[config.mk]
export PLATFORM = sky130hd
export DESIGN_NAME = uart_frame_sched
export DESIGN_NICKNAME = d
export VERILOG_FILES = /design/src/rtl/uart_frame_sched.sv
export SDC_FILE = /design/constraint.sdc
export NUM_CORES = 1
export LEC_CHECK = 0
export ABC_AREA = 1
export BUFFER_PORTS_ARGS = -buffer_cell sky130_fd_sc_hd__buf_4
export CORE_MARGIN = 2
export CORE_UTILIZATION = 58
export DETAILED_ROUTE_END_ITERATION = 7
export PLACE_DENSITY = 0.8
export SLEW_MARGIN = 20
export SYNTH_ARGS = -nofsm -noshare
export SYNTH_HDL_FRONTEND = slang
export SYNTH_SLANG_ARGS = --single-unit
[constraint.sdc]
create_clock -name sys_clk -period 5.41 [get_ports sys_clk]
set_clock_uncertainty 0.2 [all_clocks]
set_input_delay 0 -clock sys_clk [delete_from_list [all_inputs] [get_ports sys_clk]]
set_output_delay 0 -clock sys_clk [all_outputs]
set_load 0.01 [all_outputs]
[src/rtl/uart_frame_sched.sv]
// uart_frame_sched: sequences 32-bit measurement words into framed byte
// streams for a byte-wide UART transmitter (tx_en / tx_done handshake).
// Frame: HDR, D[31:24], D[23:16], D[15:8], D[7:0], [CHK], TAIL.
// Build option: define FRAME_CHK_EN to insert the additive checksum byte
// (7-byte frames); with it undefined, frames are 6 bytes with no checksum logic.
//
// Handshake: tx_en is a one-cycle start pulse issued with tx_data already
// valid; tx_data then holds until the transmitter answers with a one-cycle
// tx_done. Only one byte is ever outstanding. tx_done outside WAIT is ignored.
module uart_frame_sched #(
   parameter int unsigned GAP_CYCLES = 16,
   parameter logic [7:0]  HDR_BYTE   = 8'hAA,
   parameter logic [7:0]  TAIL_BYTE  = 8'h55
) (
   input  logic        sys_clk,
   input  logic        sys_rst_n,
   input  logic [31:0] meas_data,
   input  logic        meas_valid,
   output logic [7:0]  tx_data,
   output logic        tx_en,
   input  logic        tx_done,
   output logic        busy,
   output logic        frame_done,
   output logic [7:0]  drop_cnt,
   output logic [1:0]  state_dbg
);

   typedef enum logic [1:0] {
      ST_IDLE = 2'd0,
      ST_SEND = 2'd1,
      ST_WAIT = 2'd2,
      ST_GAP  = 2'd3
   } state_t;

`ifdef FRAME_CHK_EN
   localparam logic [2:0] LAST_IDX = 3'd6;
`else
   localparam logic [2:0] LAST_IDX = 3'd5;
`endif

   localparam int unsigned GW = (GAP_CYCLES > 1) ? $clog2(GAP_CYCLES) : 1;
   localparam logic [GW-1:0] GAP_LAST = GW'((GAP_CYCLES == 0) ? 0 : GAP_CYCLES - 1);

   state_t        state;
   logic [2:0]    byte_idx;
   logic [31:0]   frame_reg;
   logic [GW-1:0] gap_cnt;
   logic [31:0]   pend_word;
   logic          pend_full;
   logic [7:0]    next_byte;
   logic          start_pend;

`ifdef FRAME_CHK_EN
   logic [9:0] chk_sum;

   // Checksum of the word in flight, summed wide and truncated on use.
   always_comb begin
      chk_sum = 10'(frame_reg[31:24]) + 10'(frame_reg[23:16])
              + 10'(frame_reg[15:8])  + 10'(frame_reg[7:0]);
   end
`endif

   // Byte that follows the current one; the header is loaded directly at frame start.
   always_comb begin
      next_byte = TAIL_BYTE;
      case (byte_idx + 3'd1)
         3'd1:    next_byte = frame_reg[31:24];
         3'd2:    next_byte = frame_reg[23:16];
         3'd3:    next_byte = frame_reg[15:8];
         3'd4:    next_byte = frame_reg[7:0];
`ifdef FRAME_CHK_EN
         3'd5:    next_byte = chk_sum[7:0];
`endif
         default: next_byte = TAIL_BYTE;
      endcase
   end

   // The pending word launches a frame from IDLE, or at the final GAP cycle.
   assign start_pend = pend_full &&
                       ((state == ST_IDLE) ||
                        ((state == ST_GAP) && (gap_cnt == GAP_LAST)));

   assign busy      = (state != ST_IDLE);
   assign state_dbg = state;

   // Frame sequencer: header/data/tail byte issue, handshake wait and inter-frame gap.
   always_ff @(posedge sys_clk or negedge sys_rst_n) begin
      if (!sys_rst_n) begin
         state      <= ST_IDLE;
         byte_idx   <= 3'd0;
         frame_reg  <= 32'd0;
         gap_cnt    <= '0;
         tx_data    <= 8'd0;
         tx_en      <= 1'b0;
         frame_done <= 1'b0;
      end else begin
         tx_en      <= 1'b0;
         frame_done <= 1'b0;
         case (state)
            ST_IDLE: begin
               if (pend_full || meas_valid) begin
                  frame_reg <= pend_full ? pend_word : meas_data;
                  byte_idx  <= 3'd0;
                  tx_data   <= HDR_BYTE;
                  tx_en     <= 1'b1;
                  state     <= ST_SEND;
               end
            end
            ST_SEND: begin
               state <= ST_WAIT;
            end
            ST_WAIT: begin
               if (tx_done) begin
                  if (byte_idx == LAST_IDX) begin
                     frame_done <= 1'b1;
                     gap_cnt    <= '0;
                     // With no gap, IDLE picks up any pending word one cycle later.
                     state      <= (GAP_CYCLES == 0) ? ST_IDLE : ST_GAP;
                  end else begin
                     byte_idx <= byte_idx + 3'd1;
                     tx_data  <= next_byte;
                     tx_en    <= 1'b1;
                     state    <= ST_SEND;
                  end
               end
            end
            ST_GAP: begin
               if (gap_cnt == GAP_LAST) begin
                  if (pend_full) begin
                     frame_reg <= pend_word;
                     byte_idx  <= 3'd0;
                     tx_data   <= HDR_BYTE;
                     tx_en     <= 1'b1;
                     state     <= ST_SEND;
                  end else begin
                     state <= ST_IDLE;
                  end
               end else begin
                  gap_cnt <= gap_cnt + GW'(1);
               end
            end
            default: state <= ST_IDLE;
         endcase
      end
   end

   // One-deep pending slot and saturating drop counter.
   always_ff @(posedge sys_clk or negedge sys_rst_n) begin
      if (!sys_rst_n) begin
         pend_word <= 32'd0;
         pend_full <= 1'b0;
         drop_cnt  <= 8'd0;
      end else begin
         if (start_pend) begin
            // Slot empties this cycle, so a concurrent word takes its place.
            pend_full <= meas_valid;
            if (meas_valid) begin
               pend_word <= meas_data;
            end
         end else if (meas_valid && (state != ST_IDLE)) begin
            if (!pend_full) begin
               pend_full <= 1'b1;
               pend_word <= meas_data;
            end else if (drop_cnt != 8'hFF) begin
               drop_cnt <= drop_cnt + 8'd1;
            end
         end
      end
   end

endmodule

# ---- Word level (Yosys, flattened, before mapping)
# Cells that the tools add are included.
dict set report classes {
  addsub 3
  n_shift 0
  bitwise_logic 1
  div 0
  mul 0
  n_mux 42
  n_reduce_logical 17
  order_cmp 0
  n_eq_ne 18
}
# operator n
set op_table {}
lappend op_table {{$mux 32} 7}
lappend op_table {{$pmux 32 s2} 1}
lappend op_table {{$mux 8} 5}
lappend op_table {{$pmux 8 s4} 1}
lappend op_table {{$pmux 8 s3} 1}
lappend op_table {{$mux 3} 5}
lappend op_table {{$mux 4} 3}
lappend op_table {{$ne 2x2->1 const B} 6}
lappend op_table {{$reduce_and 4->1} 3}
lappend op_table {{$mux 1} 11}
lappend op_table {{$pmux 3 s3} 1}
lappend op_table {{$add 8x1->8 const B} 1}
lappend op_table {{$mux 2} 4}
lappend op_table {{$ne 8x8->1 const B} 1}
lappend op_table {{$pmux 2 s4} 1}
lappend op_table {{$pmux 4 s2} 1}
lappend op_table {{$reduce_bool 2->1} 4}
lappend op_table {{$eq 3x2->1 const B} 2}
lappend op_table {{$eq 3x3->1 const B} 2}
lappend op_table {{$reduce_and 6->1} 1}
lappend op_table {{$add 4x1->4 const B} 1}
lappend op_table {{$eq 2x2->1 const B} 2}
lappend op_table {{$eq 4x4->1 const B} 1}
lappend op_table {{$ne 2x1->1 const B} 2}
lappend op_table {{11 further kinds} 14}
dict set report totals {
  ff_bits 92
  latchBits 0
  rom_bits 0
  wordCells 91
  output_inout_bits 21
  n_memories 0
  mem_bits_rw 0
}

# ---- Longest topological paths before layout
# Gate-level depths: netlist of run 1.
dict set report depth {
  ltp_word 6
  ltp_mapped 11
}

# ---- Worst setup path after synthesis of run 1
# No wires, ideal clock.
dict set report synth_path {
  kind {reg2reg}
  from {register byte_idx[2]}
  to {register tx_data[1]}
  required_time_ns 5.093
  setup_ns 0.117
  t_arrival_ns 1.639
  path_slack_ns 3.454
  path_stages_with_launch 12
  n_path_buf 3
  cell_sequence {dfrtp_1 clkbuf_1 inv_1 ha_1 clkbuf_1 buf_2 nand3_1 nand2_1 o21ai_0 nand2_1 nand2_1 nand2_1}
}
dict set report synth_between {
  elab_chain_cells 6
}
# item line_no
set synth_rtl {}
lappend synth_rtl {{start, declared} 45} ;# logic [2:0] byte_idx;
lappend synth_rtl {{start signal, assigned} 120} ;# byte_idx <= byte_idx + 3'd1;
lappend synth_rtl {{$add 3x1->3} 66} ;# case (byte_idx + 3'd1)
lappend synth_rtl {{$eq 3x3->1 (tied with other cells)} 66}
lappend synth_rtl {{$pmux 8 s4} 66}
lappend synth_rtl {{$mux 8} 114} ;# if (byte_idx == LAST_IDX) begin
lappend synth_rtl {{$mux 8} 113} ;# if (tx_done) begin
lappend synth_rtl {{$pmux 8 s3} 99} ;# case (state)
lappend synth_rtl {{end signal, assigned} 121} ;# tx_data <= next_byte;
lappend synth_rtl {{end, declared} 19} ;# output logic [7:0] tx_data,
# Parallel ways exist; a longest one is shown, timed or not. The select of a mux whose other input is x is not followed.
# A chain may end at the register's enable or synchronous reset.

# ---- Worst setup path in the final report of run 1
dict set report layout_path {
  from {register gap_cnt[0]}
  to {register frame_reg[10]}
}
dict set report layout_between {
  elab_chain_cells 3
}
# item line_no
set layout_rtl {}
lappend layout_rtl {{start, declared} 47} ;# logic [GW-1:0] gap_cnt;
lappend layout_rtl {{start signal, assigned} 139} ;# gap_cnt <= gap_cnt + GW'(1);
lappend layout_rtl {{$eq 4x4->1} 128} ;# if (gap_cnt == GAP_LAST) begin
lappend layout_rtl {{$ne 2x1->1 (no source line)} n/a}
lappend layout_rtl {{$reduce_and 4->1 (no source line)} n/a}
lappend layout_rtl {{end signal, assigned} 102} ;# frame_reg <= pend_full ? pend_word : meas_data;
lappend layout_rtl {{end signal, assigned} 130} ;# frame_reg <= pend_word;
lappend layout_rtl {{end, declared} 46} ;# logic [31:0] frame_reg;
# Every way passes these cells.

==> out/results.txt, run 1 <==
Synth Area in Simple Gates = 27.0%
register area share after synthesis = 50.4%
Final Cycle Share = 51.8%
Total GRT Usage = 24.4%
total of max-cap violations = 0
ratio of cells with drive above 1 in the final layout = 12.5%
Final Hold Viols = 0
status = finished clean
CP arrival = 2.80 ns
Clk network pwr share = 15.6%
Yosys top cell area share = 50.4%
H-tree Lvls = 3
critical setup path kind = flop to flop
Syn Area/Cell = 7.64 µm²
Routed Antenna Nets = 0
Post-route DRC = 0
Netlist Area Pre-Place = 4570 µm²
Synth area leaders = dfrtp_1, nand2_1, nand3_1
Synth Area in XOR/XNOR = 1.15%
total CTS buffers = 9
WL final = 9.91 mm
CP max-delay cell = nand2_2
post-synthesis adder-cell area fraction = 1.92%
crit path cell chain = ha_1 -> nand2_1 -> nor2_1 -> nand2_1 -> nand2_2 -> nor2_1 -> a21oi_1
Port Buf Inserts = 56
placed cells = 728
Iter 0 DRT Violations = 238
grt total ovfl = 0
crit end category = flop
largest net degree at the start of global routing = 62
Crit path largest cell delay = 0.68 ns
Worst-path clk slew = 0.09 ns
routed via count = 3980
drt pass-1 iters = 5
Psw = 1.27 mW
Die ar. = 8600 µm²
synth unique cells = 26
Final setup viols = 0
mux share of post-synthesis cell area = 0%
clock latency at the later pin of the worst-skew pair = 0.35 ns
Post-Syn Instances = 598
Flop pwr share = 40.1%
Synthesized Nets = 641
Hold WS = 0.256 ns
post-CTS setup buffer count = 0
Placer Congestion = 0.910
Synth Area in Compound Gates = 10.1%
crit-path max FO = 53
Sink Count = 92
Top Ports = 57
startpoint types = flop
Pint = 1.76 mW
Crit path required time = 5.41 ns
Nets = 718
Max VDD drop = 0.000322 V
Initial Util = 59.4%
max_slew headroom = 34.9%
Worst Hold Class = input port to flop
Placement Rows = 32
total power = 3.02 mW
Pwr Density = 541 nW/µm²
RSZ-0062 raised after global routing = no
antenna fix cells = 0
wire per inst = 12.7 µm
Comb power frac = 44.2%
Sw Share = 41.9%
antenna violations before repair = 0
Die Span X = 92.7 µm
CTS tree = done
Detail Placement HPWL = 6.55 mm
Leakage Power = 2.94 nW
first-pass GRT wire length = 16.9 mm
Synth area leader = dfrtp_1
final setup TNS = 0 ns
Layout fillers = 600
CTS resizes = 0
f_max = 357 MHz
Period minus WS final = 2.80 ns
Slew Limit Fails = 0
flops & latches, synth = 92
synthesis-to-finish area growth = 22.4%
Worst-Margin Slew = 0.969 ns
core area = 7690 µm²
final core occ = 72.7%
routed vias/inst = 5.10
clk buf depth = 2
vias in the first global route = 3743
largest family of logic cells by synthesized area = simple AND/OR/NAND/NOR gates
Die Height = 92.7 µm
Final Non-Filler Cells = 781
Root Buffer = clkbuf_8
Ys Warns = 0
## critical path, delay by kind of cell (launching register included)
kind | cells | cell delay, ns
simple gates | 5 | 1.73
flops | 1 | 0.42
fa+ha+maj | 1 | 0.24
compound gates | 1 | 0.07
## placed cells by master, fill, tap and decap left out
cell / count
dlygate4sd3_1: 36
nor2_1: 34
xnor2_1: 1
clkinv_4: 1
nand2_2: 3
clkbuf_1: 1
xor2_1: 5
nand3_1: 63
clkinvlp_4: 1
and2_1: 1
nor2_2: 1
nand3b_1: 1
buf_12: 2
nand2_1: 184
nand3_2: 2
nor3_1: 1
a21oi_1: 26
or2_2: 1
dfrtp_1: 92
bufinv_16: 1
nand4_1: 4
ha_1: 7
nor2_4: 1
inv_2: 3
a21oi_2: 1
inv_1: 74
o21ai_1: 13
o211ai_1: 1
o21ai_0: 50
clkbuf_8: 11
buf_4: 57
## cells by family (layout without fill, tap and decap cells)
group / after synthesis / count (layout)
AND/OR/NAND/NOR: 296 / 296
AO/OA/AOI/OAI: 91 / 91
XOR/XNOR: 6 / 6
buffers and inverters: 106 / 187
flip-flops: 92 / 92
adder cells (fa/ha/maj): 7 / 7
## final cells by class
cell class / count / area (µm²) / share of cell area (%)
sequential: 92 / 2300 / 41.2
multi-input combinational: 400 / 1840 / 32.9
timing repair buffer: 95 / 828 / 14.8
inverter: 77 / 289 / 5.17
clock buffer: 12 / 155 / 2.78
tap: 102 / 128 / 2.28
clock inverter: 3 / 46.3 / 0.828
## per-layer routing
layer	GRT usage, %	vias to the layer above	routed length (µm)
met5	0	-	0
met4	7.11	0	130
met3	3.50	12	394
met2	40.3	89	4700
met1	33.9	1851	4690
li1	-	2028	-
## path summary, 6_finish.rpt
kind,start,to,slack (ns),cells after the start
setup / recovery,gap_cnt[0],frame_reg[10],2.61,7
setup reg to reg,gap_cnt[0],frame_reg[10],2.61,7
max in group asynchronous,sys_rst_n,frame_reg[14],3.78,4
hold / removal,meas_data[28],pend_word[28],0.26,4
hold reg to reg,pend_word[13],pend_word[13],0.28,2
min in group asynchronous,sys_rst_n,tx_data[3],0.49,4
## synthesized netlist by cell type, drive strengths merged
library cell and count:
nand2 187, dfrtp 92, inv 77, nand3 65, o21ai 63, nor2 36, a21oi 27, buf 19
clkbuf 10, ha 7, xor2 5, nand4 4, and2 1, nand3b 1, nor3 1, o211ai 1
or2 1, xnor2 1
## power groups by stage
stage / Combinational [mW] / Clock (mW) / Sequential (mW)
final: 1.34 / 0.472 / 1.21
after global routing: 1.54 / 0.506 / 1.25
after CTS: 1.33 / 0.477 / 1.21
after detailed placement: 1.30 / 0 / 1.22
after global placement: 1.25 / 0 / 1.21
after floorplan: 0.963 / 0 / 1.19
## through the flow
| stage | instance area, µm² | setup slack, ns |
|---|---|---|
| finish | 5590 | 2.61 |
| global route | 5590 | 2.34 |
| CTS | 5570 | 2.61 |
| detailed placement | 4990 | 2.63 |
| global placement | 4990 | 2.79 |
| floorplan | 4570 | 3.45 |
## timing repair
action                                  CTS  global route
endpoints found under the setup margin    0             0
hold buffers                             37             0
endpoints found under the hold margin   100             0
Power figures use the tool's default switching activity.
==> inputs of run 2 (changes only) <==
==> constraint.sdc (replaced) <==
create_clock -name sys_clk -period 2.85 [get_ports sys_clk]
set_clock_uncertainty 0.2 [all_clocks]
set_input_delay 0 -clock sys_clk [delete_from_list [all_inputs] [get_ports sys_clk]]
set_output_delay 0 -clock sys_clk [all_outputs]
set_load 0.01 [all_outputs]
==> run 2 against run 1 <==
Utilization rose by 0.46 points. First-iteration DRC count is 11% lower. Non-clock buffer count increased by 6. Sequential power increased by 91%. Combinational power up 94%. Worst setup slack lost 2.1 ns. Power increased by 92%. Critical path type unchanged. Largest power group unchanged.
==> out/results.txt, run 2 (synthesis gave the netlist of run 1 again) <==
Flop pwr share = 40.0% (about the same)
WL final = 10.3 mm (+3.9%)
Top Ports = 57 (unchanged)
RSZ-0062 raised after global routing = no
Detail Placement HPWL = 6.96 mm (+6.3%)
f_max = 430 MHz (+20%)
Crit path largest cell delay = 0.43 ns (-0.25 ns)
first-pass GRT wire length = 17.6 mm (+4.3%)
drt pass-1 iters = 4 (-1)
Slew Limit Fails = 0 (unchanged)
R2R Setup Slk = 0.52 ns (-2.08 ns)
Worst Hold Class = input port to flop
DP Worst Slack = 0.594 ns (-2.03 ns)
Nets = 724 (+0.84%)
Worst-Margin Slew = 0.504 ns (-0.465 ns)
Die Span X = 92.7 µm (unchanged)
antenna fix cells = 0 (unchanged)
startpoint types = flop
largest net degree at the start of global routing = 62 (unchanged)
total CTS buffers = 9 (unchanged)
Hold Path Origin = meas_data[9]
Sink Count = 92 (unchanged)
Placement Rows = 32 (unchanged)
Psw = 2.46 mW (+94%)
Final setup viols = 0 (unchanged)
wire per inst = 13.1 µm (+3.1%)
CP max-delay cell = buf_4
antenna violations before repair = 0 (unchanged)
worst setup margin = 0.522 ns (-2.08 ns)
Clk network pwr share = 15.1% (-0.5 points)
Final Cycle Share = 81.7% (+30 points)
crit path cell chain = ha_1 -> nand2_1 -> nor2_1 -> nand2_1 -> nand3_2 -> nand2_2 -> buf_4 -> nand2_1 -> nand2_1 -> inv_1
crit path from = gap_cnt[0]
post-CTS setup buffer count = 0 (unchanged)
Port Buf Inserts = 56 (unchanged)
Post-route DRC = 0 (unchanged)
Placer Congestion = 0.864 (-5.0%)
Worst-path clk slew = 0.09 ns (about the same)
Iter 0 DRT Violations = 212 (-11%)
most used cell, CP = nand2_1
H-tree Lvls = 3 (unchanged)
Final Hold Viols = 0 (unchanged)
Max VDD drop = 0.000525 V (+63%)
Pint = 3.33 mW (+89%)
total of max-cap violations = 0 (unchanged)
status = finished clean
Comb power frac = 44.9% (+0.7 points)
clock latency at the later pin of the worst-skew pair = 0.36 ns (about the same)
Sw Share = 42.5% (+0.63 points)
final setup TNS = 0 ns (unchanged)
routed via count = 4109 (+3.2%)
grt total ovfl = 0 (unchanged)
Total GRT Usage = 25.6% (+1.2 points)
most common cell after layout, fill and taps aside = nand2_1
Initial Util = 59.4% (unchanged)
Root Buffer = clkbuf_8
clk buf depth = 2 (unchanged)
max_slew headroom = 66.4% (+31 points)
Leakage Power = 2.96 nW (+0.76%)
start of the worst register-to-register path = gap_cnt[0]
critical setup path kind = flop to flop
Die Height = 92.7 µm (unchanged)
core area = 7690 µm² (unchanged)
ratio of cells with drive above 1 in the final layout = 13.3% (+0.77 points)
most frequent cells in the layout = nand2_1, dfrtp_1, inv_1
Post-CTS Hold Buffers = 37 (unchanged)
Period minus WS final = 2.33 ns (-0.475 ns)
Crit path max-delay family = simple AND/OR/NAND/NOR gates
synthesis-to-finish area growth = 23.2%
routed vias/inst = 5.22 (+2.5%)
Crit path required time = 2.91 ns (-2.50 ns)
CP arrival = 2.39 ns (-0.41 ns)
Pwr Density = 1030 nW/µm² (+90%)
Die ar. = 8600 µm² (unchanged)
crit-path max FO = 52 (-1.9%)
CP bufs+invs = 2 (+2)
Routed Antenna Nets = 0 (unchanged)
CTS resizes = 0 (unchanged)
vias in the first global route = 3892 (+4.0%)
CTS tree = done
crit end category = flop
## run 2: worst paths after layout
check                      cells after the start             to
min in group asynchronous                      3          tx_en
min reg2reg                                    2  pend_word[16]
max in group asynchronous                      4  pend_word[20]
max reg2reg                                   10   pend_word[5]
min                                            4   pend_word[9]
max                                           10   pend_word[5]
## run 2: worst reg2reg max path: stages (launching register included)
cell and delay (ns):
dfrtp_1 0.41, ha_1 0.23, nand2_1 0.09, nor2_1 0.06
nand2_1 0.11, nand3_2 0.26, nand2_2 0.15, buf_4 0.43
nand2_1 0.14, nand2_1 0.11, inv_1 0.05
## run 2: metal layers
layer  wire length [µm]  share of wire, %  vias up  GRT usage [%]
met2               5000                49      103           42.8
met4                146               1.4        0           7.84
li1                   -                 -     2048              -
met5                  0                 0        -              0
met1               4720                46     1946           35.4
met3                435               4.2       12           2.93
## run 2: power by group through the flow
stage               Sequential [mW]  Combinational [mW]  Clock (mW)
detailed placement             2.33                2.54           0
finish                         2.31                2.60       0.875
global route                   2.38                2.98       0.934
CTS                            2.31                2.59       0.886
floorplan                      2.27                1.83           0
global placement               2.30                2.42           0
## run 2: per-stage QoR
step | util (%) | instance area, µm² | hold WS, ns | instances | total power, mW
finish | 73.2 | 5630 | 0.247 | 787 | 5.79
global route | 73.2 | 5630 | 0.277 | 787 | 6.30
CTS | 73.2 | 5630 | 0.244 | 787 | 5.78
detailed placement | 65.7 | 5050 | -0.170 | 735 | 4.87
global placement | 65.7 | 5050 | -0.173 | 735 | 4.72
floorplan | - | 4570 | -0.496 | 598 | 4.10
## run 2: final cells by class
class,count,area (µm²)
timing repair buffer,101,873
clock buffer,11,141
inverter,77,289
multi-input combinational,400,1840
clock inverter,4,50.0
fill,597,2060
sequential,92,2300
tap,102,128
==> inputs of run 3 (changes only) <==
==> constraint.sdc (replaced) <==
create_clock -name sys_clk -period 2.3 [get_ports sys_clk]
set_clock_uncertainty 0.2 [all_clocks]
set_input_delay 0 -clock sys_clk [delete_from_list [all_inputs] [get_ports sys_clk]]
set_output_delay 0 -clock sys_clk [all_outputs]
set_load 0.01 [all_outputs]
==> run 3 against run 2 <==
Clock power grew 31%. Via count shrank 0.12%. Cell count grew 0.25%. Maximum frequency grew 14%. Worst hold slack gained 0.0052 ns. First-iteration DRC count grew 27%. Count of clock-buffer cells in the layout is the same. Utilization grew 0.85 points. Non-clock buffer count grew 1. Critical endpoint is now tx_data[3]. Largest power group unchanged.
==> out/results.txt, run 3 (synthesis gave the netlist of run 1 again) <==
Iter 0 DRT Violations = 270 (+27%)
H-tree Lvls = 3 (unchanged)
total CTS buffers = 9 (unchanged)
Worst Hold Class = input port to flop
largest net degree at the start of global routing = 62 (unchanged)
FF-to-FF path depth = 8 (-2)
critical setup path kind = flop to flop
crit path cell chain = inv_1 -> ha_2 -> nand3_1 -> nand2_1 -> o21ai_0 -> nand2_1 -> nand2_1 -> nand2_1
Layout fillers = 599 (+0.34%)
Total GRT Usage = 26.3% (+0.70 points)
Root Buffer = clkbuf_8
final setup TNS = 0 ns (unchanged)
antenna fix cells = 0 (unchanged)
CP bufs+invs = 1 (-1)
Final Hold Viols = 0 (unchanged)
Placement Rows = 32 (unchanged)
antenna violations before repair = 0 (unchanged)
Worst-Margin Slew = 0.500 ns (-0.00363 ns)
ratio of cells with drive above 1 in the final layout = 13.8% (+0.54 points)
drt pass-1 iters = 4 (unchanged)
CP arrival = 2.07 ns (-0.32 ns)
area occupied by multi-input gates = 1840 µm² (+0.14%)
synthesis-to-finish area growth = 24.6%
Nets = 725 (+0.14%)
clock latency at the later pin of the worst-skew pair = 0.35 ns (about the same)
Die ar. = 8600 µm² (unchanged)
M1 WL = 4.77 mm (+1.1%)
met3 WL = 403 µm (-7.4%)
total of max-cap violations = 0 (unchanged)
Worst-path clk slew = 0.09 ns (about the same)
Top Layer Used = met4
first-pass GRT wire length = 18.0 mm (+2.1%)
Crit path largest cell delay = 0.52 ns (+0.09 ns)
Placer Congestion = 0.883 (+2.2%)
most used cell, CP = nand2_1
status = finished clean
wire per inst = 13.4 µm (+2.6%)
routed vias/inst = 5.20 (-0.37%)
Die Height = 92.7 µm (unchanged)
RSZ-0062 raised after global routing = no
R2R Setup Slk = 0.26 ns (-0.26 ns)
startpoint types = flop
most common cell after layout, fill and taps aside = nand2_1
Crit path required time = 2.33 ns (-0.58 ns)
worst hold endpoint = pend_word[28]
core area = 7690 µm² (unchanged)
grt total ovfl = 0 (unchanged)
Detail Placement HPWL = 7.02 mm (+0.85%)
FF-to-FF End = tx_data[3]
f_max = 490 MHz (+14%)
Die Span X = 92.7 µm (unchanged)
Leakage Power = 3.00 nW (+1.2%)
WL met2 = 5.24 mm (+4.8%)
most frequent cells in the layout = nand2_1, dfrtp_1, inv_1
crit-path max FO = 16 (-69%)
CP max-delay cell = dfrtp_1
WL final = 10.6 mm (+2.9%)
Final Cycle Share = 88.7% (+7.0 points)
total power = 7.32 mW (+26%)
CTS tree = done
clk buf depth = 2 (unchanged)
Crit path max-delay family = flip-flops
area occupied by registers = 2300 µm² (unchanged)
post-CTS setup buffer count = 0 (unchanged)
Pwr Density = 1290 nW/µm² (+25%)
Hold Path Origin = meas_data[28]
Routed Antenna Nets = 0 (unchanged)
Max VDD drop = 0.000710 V (+35%)
Period minus WS final = 2.04 ns (-0.287 ns)
Hold Path Stages = 4 (unchanged)
Slew Limit Fails = 0 (unchanged)
crit end category = flop
routed via count = 4104 (-0.12%)
Post-route DRC = 0 (unchanged)
Initial Util = 59.4% (unchanged)
start of the worst register-to-register path = byte_idx[2]
Final setup viols = 0 (unchanged)
max_slew headroom = 66.4% (about the same)
Top Ports = 57 (unchanged)
Sink Count = 92 (unchanged)
vias in the first global route = 3878 (-0.36%)
Port Buf Inserts = 56 (unchanged)
## run 3: cell types whose count changed in the layout (fill, tap and decap cells not counted), sizes merged
cell | before | now
buf | 65 | 66
clkinv | 1 | 3
clkinvlp | 2 | 0
inv | 77 | 78
## run 3: what timing repair did
item / CTS / global route
hold buffers: 37 / 0
setup endpoints to repair: 0 / 2
resized for setup: 0 / 1
hold endpoints to repair: 159 / 0
## run 3: per-layer routing
metal / vias to the layer above / GRT usage, %
met1: 1945 / 36.8
li1: 2040 / -
met4: 0 / 7.97
met2: 106 / 43.2
met5: - / 0
met3: 13 / 3.58
## run 3: where the power goes
| part | total (mW) | switching [mW] | leakage, nW | internal, mW |
|---|---|---|---|---|
| clock | 1.15 | 0.582 | 0.110 | 0.565 |
| combinational | 3.30 | 2.00 | 1.78 | 1.30 |
| sequential | 2.88 | 0.496 | 1.10 | 2.38 |
## run 3: worst max path at each step
stage,depth (start not counted),to,startpoint,slack (ns)
global placement,8,tx_data[5],byte_idx[2],0.22
global route,8,tx_data[5],byte_idx[2],0.07
floorplan,11,tx_data[1],byte_idx[2],0.34
finish,8,tx_data[3],byte_idx[2],0.26
detailed placement,8,tx_data[5],byte_idx[2],0.21
CTS,8,tx_data[5],byte_idx[2],0.19
## run 3: tightest hold or removal path, cell delays in order
cell and delay [ns]:
dlygate4sd3_1 0.52, buf_4 0.10, inv_1 0.04, o21ai_1 0.12
## run 3: final cells by class
| cell class | instances | area share, % |
|---|---|---|
| clock buffers | 11 | 2.66 |
| clock inverters | 5 | 1.01 |
| inverters | 77 | 5.08 |
| multi-input cells | 400 | 32.4 |
| flip-flops and latches | 92 | 40.5 |
| well taps | 102 | 2.24 |
| repair buffers | 102 | 16.1 |
## run 3: stage by stage
step / worst slack, ns / util, % / hold slack, ns / cell area, µm² / std cells
after floorplan: 0.344 / - / -0.496 / 4570 / 598
after global placement: 0.218 / 66.3 / -0.200 / 5100 / 736
after detailed placement: 0.207 / 66.3 / -0.199 / 5100 / 736
after CTS: 0.188 / 74.0 / 0.245 / 5690 / 789
after global routing: 0.0744 / 74.0 / 0.265 / 5690 / 789
final: 0.259 / 74.0 / 0.252 / 5690 / 789
